[config.mk]
export PLATFORM = sky130hd
export DESIGN_NAME = seg7_scan_driver
export DESIGN_NICKNAME = d
export VERILOG_FILES = /design/src/rtl/seg7_scan_driver.sv
export SDC_FILE = /design/constraint.sdc
export NUM_CORES = 1
export LEC_CHECK = 0
export CAP_MARGIN = 0
export CORE_MARGIN = 3
export CORE_UTILIZATION = 51
export DETAILED_ROUTE_END_ITERATION = 6
export GPL_TIMING_DRIVEN = 1
export PLACE_DENSITY = 0.9
export SYNTH_ARGS = -nofsm -noshare
export SYNTH_HDL_FRONTEND = slang
export SYNTH_SLANG_ARGS = --single-unit
[constraint.sdc]
create_clock -name clk_i -period 2.9 [get_ports clk_i]
set_clock_uncertainty 0.1 [all_clocks]
set_input_delay 0.725 -clock clk_i [delete_from_list [all_inputs] [get_ports clk_i]]
set_output_delay 0.725 -clock clk_i [all_outputs]
set_load 0.02 [all_outputs]
[src/rtl/seg7_scan_driver.sv]
// seg7_scan_driver
// Multiplexed 7-segment driver for NUM_DIGITS BCD digits. It drives one digit per
// time slot, with a refresh prescaler setting the slot length. It also provides
// leading-zero blanking, decimal points, per-digit blink, selectable pin polarity
// and a pulse that marks the start of each frame. Every output is registered, so
// anodes and segments change on the same clock edge.
module seg7_scan_driver #(
  parameter int NUM_DIGITS     = 4,
  parameter int REFRESH_DIV    = 100000,
  parameter int BLINK_DIV      = 64,
  parameter bit SEG_ACTIVE_LOW = 1'b1,
  parameter bit AN_ACTIVE_LOW  = 1'b1
) (
  input  logic                    clk_i,
  input  logic                    rst_i,
  input  logic [4*NUM_DIGITS-1:0] bcd_i,
  input  logic [NUM_DIGITS-1:0]   dp_i,
  input  logic                    blank_lz_i,
  input  logic [NUM_DIGITS-1:0]   blink_mask_i,
  output logic [6:0]              seg_o,
  output logic                    dp_out_o,
  output logic [NUM_DIGITS-1:0]   an_o,
  output logic                    frame_tick_o
);

  localparam int PW = (REFRESH_DIV > 1) ? $clog2(REFRESH_DIV) : 1;
  localparam int IW = (NUM_DIGITS > 1) ? $clog2(NUM_DIGITS) : 1;
  localparam int FW = (BLINK_DIV > 1) ? $clog2(BLINK_DIV) : 1;

  localparam logic [PW-1:0] PRE_MAX = PW'(REFRESH_DIV - 1);
  localparam logic [IW-1:0] IDX_MAX = IW'(NUM_DIGITS - 1);
  localparam logic [FW-1:0] FRM_MAX = FW'(BLINK_DIV - 1);

  localparam logic [6:0]            SEG_OFF = SEG_ACTIVE_LOW ? 7'h7F : 7'h00;
  localparam logic                  DP_OFF  = SEG_ACTIVE_LOW;
  localparam logic [NUM_DIGITS-1:0] AN_OFF  = AN_ACTIVE_LOW ? {NUM_DIGITS{1'b1}}
                                                            : {NUM_DIGITS{1'b0}};

  logic [PW-1:0]         prescaler_q, prescaler_d;
  logic [IW-1:0]         idx_q, idx_d;
  logic [FW-1:0]         frame_cnt_q, frame_cnt_d;
  logic                  blink_phase_q, blink_phase_d;
  logic                  tick_pending_q, tick_pending_d;
  logic [6:0]            seg_q, seg_d;
  logic                  dp_out_q, dp_out_d;
  logic [NUM_DIGITS-1:0] an_q, an_d;
  logic                  frame_tick_q, frame_tick_d;

  logic                  slot_end;
  logic                  frame_end;
  logic [3:0]            cur_digit;
  logic                  cur_dp;
  logic                  cur_blink;
  logic                  higher_nonzero;
  logic                  lz_blank;
  logic                  blink_blank;
  logic                  blanked;
  logic [NUM_DIGITS-1:0] an_onehot;
  logic [6:0]            seg_lit;
  logic                  dp_lit;

  // Active-high gfedcba patterns. The non-decimal codes 10..15 show a single dash.
  function automatic logic [6:0] decode(input logic [3:0] d);
    logic [6:0] s;
    case (d)
      4'd0:    s = 7'h3F;
      4'd1:    s = 7'h06;
      4'd2:    s = 7'h5B;
      4'd3:    s = 7'h4F;
      4'd4:    s = 7'h66;
      4'd5:    s = 7'h6D;
      4'd6:    s = 7'h7D;
      4'd7:    s = 7'h07;
      4'd8:    s = 7'h7F;
      4'd9:    s = 7'h6F;
      default: s = 7'h40;
    endcase
    return s;
  endfunction

  // Scan timing: prescaler -> digit index -> frame counter -> blink phase.
  // A wrap from the last digit back to digit 0 is held for one cycle in
  // tick_pending. The frame pulse then lines up with the first registered
  // digit-0 output, not with the index change that precedes it.
  always_comb begin
    slot_end       = (prescaler_q == PRE_MAX);
    frame_end      = slot_end && (idx_q == IDX_MAX);
    prescaler_d    = slot_end ? '0 : prescaler_q + 1'b1;
    idx_d          = idx_q;
    frame_cnt_d    = frame_cnt_q;
    blink_phase_d  = blink_phase_q;
    tick_pending_d = frame_end;
    if (slot_end) begin
      idx_d = frame_end ? '0 : idx_q + 1'b1;
    end
    if (frame_end) begin
      if (frame_cnt_q == FRM_MAX) begin
        frame_cnt_d   = '0;
        blink_phase_d = ~blink_phase_q;
      end else begin
        frame_cnt_d = frame_cnt_q + 1'b1;
      end
    end
  end

  // Select the digit for the current slot and decide whether it is blanked.
  // The leading-zero check looks at this digit and every more-significant digit.
  // A set decimal point counts as content, so it stops the blanking.
  always_comb begin
    cur_digit      = '0;
    cur_dp         = 1'b0;
    cur_blink      = 1'b0;
    higher_nonzero = 1'b0;
    an_onehot      = '0;
    for (int j = 0; j < NUM_DIGITS; j++) begin
      if (IW'(j) == idx_q) begin
        cur_digit    = bcd_i[4*j +: 4];
        cur_dp       = dp_i[j];
        cur_blink    = blink_mask_i[j];
        an_onehot[j] = 1'b1;
      end
      if ((IW'(j) >= idx_q) && ((bcd_i[4*j +: 4] != 4'd0) || dp_i[j])) begin
        higher_nonzero = 1'b1;
      end
    end
    lz_blank     = blank_lz_i && (idx_q != '0) && !higher_nonzero;
    blink_blank  = blink_phase_q && cur_blink;
    blanked      = lz_blank || blink_blank;
    seg_lit      = blanked ? 7'h00 : decode(cur_digit);
    dp_lit       = !blanked && cur_dp;
    seg_d        = SEG_ACTIVE_LOW ? ~seg_lit : seg_lit;
    dp_out_d     = SEG_ACTIVE_LOW ? ~dp_lit : dp_lit;
    an_d         = blanked ? AN_OFF : (AN_ACTIVE_LOW ? ~an_onehot : an_onehot);
    frame_tick_d = tick_pending_q;
  end

  // Counter and output registers. Reset blanks the display and restarts the scan at digit 0.
  always_ff @(posedge clk_i) begin
    if (rst_i) begin
      prescaler_q    <= '0;
      idx_q          <= '0;
      frame_cnt_q    <= '0;
      blink_phase_q  <= 1'b0;
      tick_pending_q <= 1'b0;
      seg_q          <= SEG_OFF;
      dp_out_q       <= DP_OFF;
      an_q           <= AN_OFF;
      frame_tick_q   <= 1'b0;
    end else begin
      prescaler_q    <= prescaler_d;
      idx_q          <= idx_d;
      frame_cnt_q    <= frame_cnt_d;
      blink_phase_q  <= blink_phase_d;
      tick_pending_q <= tick_pending_d;
      seg_q          <= seg_d;
      dp_out_q       <= dp_out_d;
      an_q           <= an_d;
      frame_tick_q   <= frame_tick_d;
    end
  end

  assign seg_o        = seg_q;
  assign dp_out_o     = dp_out_q;
  assign an_o         = an_q;
  assign frame_tick_o = frame_tick_q;

endmodule

==> flow_metrics.tcl <==
set metrics [dict create \
    leakage_nw 1.01 \
    antenna_cells 0 \
    grt_max_degree 18 \
    cts_tree "built" \
    gp_congestion 0.880 \
    fin_util_pct 68.1 \
    seqCellArea_sq_um 801 \
    max_cap_viol_count 0 \
    power_mw 1.06 \
    wire_per_inst_um 13.5 \
    antenna_left 0 \
    rsz0062_at_grt "no" \
    antenna_found_initial 0 \
    ys_types 49 \
    initial_utilization_pct 54.5 \
    routed_wl_mm 4.36 \
    clock_latency_ns 0.29 \
    ios 40 \
    grt_overflow 0 \
    drc 0 \
    start_kind "flip-flop" \
    ctsLongestPathBuffers 2 \
    synth_seq_area_share_pct 39.0 \
    clkSinkCount 40 \
    via_per_inst 5.56 \
    synthCells 232 \
    cts_made_buffers 5 \
    htree_levels 2 \
    die_y_um 69.5 \
    setup_violations 0 \
    cp_cell_sequence "inv_1 > ha_1 > nor2b_1 > a221oi_1 > o31ai_1 > a21oi_1 > o221ai_1" \
    hold_viol_final 0 \
    path_class "flip-flop to flip-flop" \
    cts_setup_buffers 0 \
    async_flop_share_pct 0 \
    relSlewSlack_pct 49.9 \
    yosysTopAreaCell "dfxtp_1" \
    peakVddDrop_mv 0.279 \
    synth_edf_count 0 \
    synth-main-ff-cell "dfxtp_1" \
    fin_setup_tns_ns 0 \
    synthTopCellsByArea "dfxtp_1 39%, ha_1 7.3%, nor2_1 4.7%" \
    firstDrtPassIters 4 \
    nets 312 \
    synthesis.area_sq_um 2060 \
    cts_repair_resize_count 0 \
    dieArea_sq_um 4830 \
    cts_hold_buf 0 \
    avgSynthCellArea_sq_um 8.86 \
    grt_pass1_wl_mm 7.49 \
    outcome "finished clean" \
    cts.clk_slew.worst_paths_ns 0.07 \
    power.density_nw_per_um2 413 \
    first_iter_violations 108 \
    worstPathArrival_ns 2.66 \
    max_freq_mhz 380 \
    grt_pass1_vias 1774 \
    cts-root-buf "clkbuf_8" \
    slew_viol_final 0 \
    die_w_um 69.5 \
    cp_slowest_cell "a21oi_1" \
    hp-class "flip-flop to flip-flop" \
    synth_nets 271 \
    critPathMaxStageDelay_ns 0.62 \
    drive_gt1_share_pct 6.93 \
    dpl.hpwl_mm 3.24 \
    period_minus_slack_ns 2.63 \
    rows 22 \
    multi_input_area_sq_um 1160 \
    syn_to_final_growth_pct 25.0 \
    via_count 1790 \
    port_buffers 39 \
    cp.required_ns 2.93 \
    yosysWarnings 0 \
    ys_ff_latch 40 \
    grt_usage_pct 19.3 \
    crit_fanout 12 \
    synth_top_area_share_pct 39.0 \
    n_fill_cell 312 \
    coreArea_sq_um 3770 \
    period_share_pct 90.7 \
    worstMarginPinSlew_ns 0.752 \
    worstSetupEndpointType "flip-flop" \
]
## cells by family (layout without fill, tap and decap cells)
kind of cell | count (synthesis) | in the layout | synth area share [%]
AOI/OAI and AO/OA | 39 | 39 | 12.9
xor gates and xnor gates | 15 | 15 | 6.39
muxes | 6 | 6 | 2.92
DFF | 40 | 40 | 39.0
and+or+nand+nor | 101 | 101 | 26.8
adders and majority gates | 12 | 12 | 7.30
buffers and inverters | 19 | 61 | 4.75
## registers in the layout (all words and copies together), names as in the netlist
register       cells
idx_q              2
frame_cnt_q        6
blink_phase_q      1
an_o               4
dp_out_o           1
frame_tick_o       1
seg_o              7
prescaler_q       17
frame_tick_d       1
## Yosys cell counts (9+ instances only)
library cell and count:
dfxtp_1 40, nor2_1 26, nand2_1 19, ha_1 12, a21oi_1 9, inv_1 9
nand3_1 9, o21ai_0 9, xor2_1 9
## per-stage QoR
| stage | worst slack [ns] | hold WS, ns | cell area [sq um] | cells |
|---|---|---|---|---|
| after global placement | 0.202 | 0.320 | 2480 | 314 |
| after detailed placement | 0.183 | 0.328 | 2480 | 314 |
| after CTS | 0.284 | 0.349 | 2570 | 322 |
| after global routing | 0.0533 | 0.367 | 2570 | 322 |
| final | 0.269 | 0.344 | 2570 | 322 |
| after floorplan | 0.641 | 0.314 | 2060 | 232 |
## area by class of cell
class                      count  area share (%)
multi-input combinational    173            45.0
timing repair buffer          44            16.7
sequential                    40            31.2
clock buffer                   8            3.51
tap                           48            2.34
inverter                       9            1.31
## per-layer routing
| layer | routed length (um) | share of wire (%) | up-vias | track usage [%] |
|---|---|---|---|---|
| li1 | - | - | 904 | - |
| met1 | 1880 | 43 | 815 | 21.7 |
| met2 | 2010 | 46 | 58 | 31.6 |
| met3 | 329 | 7.5 | 13 | 5.94 |
| met4 | 143 | 3.3 | 0 | 11.9 |
| met5 | 0 | 0 | - | 0 |
## path summary, 6_finish.rpt
| path | slack [ns] | to | cells after the start | startpoint |
|---|---|---|---|---|
| setup / recovery | 0.27 | seg_o[2] | 7 | idx_q[1] |
| hold / removal | 0.34 | frame_tick_o | 1 | frame_tick_d |
| setup reg to reg | 0.27 | seg_o[2] | 7 | idx_q[1] |
| hold reg to reg | 0.34 | frame_tick_o | 1 | frame_tick_d |
## power breakdown
group          switching [mW]  internal, mW
combinational          0.0525        0.0673
clock                   0.182         0.194
sequential            0.00558         0.561
total                   0.240         0.822
## layout by cell type (no fill, tap or decap), types with 2 or more instances in the layout
cell type	netlist	final
nand2b_1	2	2
a221oi_1	2	2
clkbuf_8	1	6
mux2i_1	6	6
clkdlybuf4s50_1	0	39
and2_1	3	3
inv_1	9	9
o21ai_0	9	9
ha_1	12	12
nor2_1	26	26
buf_4	0	5
a211oi_1	4	4
clkbuf_1	6	2
nand2_1	19	19
nand3b_1	2	2
nand3_1	9	9
or4_1	4	4
o221ai_1	2	2
o31ai_1	3	3
xnor2_1	6	6
xor2_1	9	9
nor3b_1	3	3
nor3_1	5	5
or3_1	2	2
and4_1	2	2
nor4b_1	2	2
nand4_1	4	4
a21oi_1	9	9
a211o_1	2	2
dfxtp_1	40	40
nor2b_1	6	6
and3_1	3	3
## worst max-delay path: cells and delay by family (launching register included)
| kind | cells | cell delay [ns] |
|---|---|---|
| buffers and inverters | 1 | 0.12 |
| flip-flops | 1 | 0.35 |
| adder cells (fa/ha/maj) | 1 | 0.42 |
| AND/OR/NAND/NOR | 1 | 0.17 |
| AO/OA/AOI/OAI | 4 | 1.31 |
(Power assumes the default switching activity.)
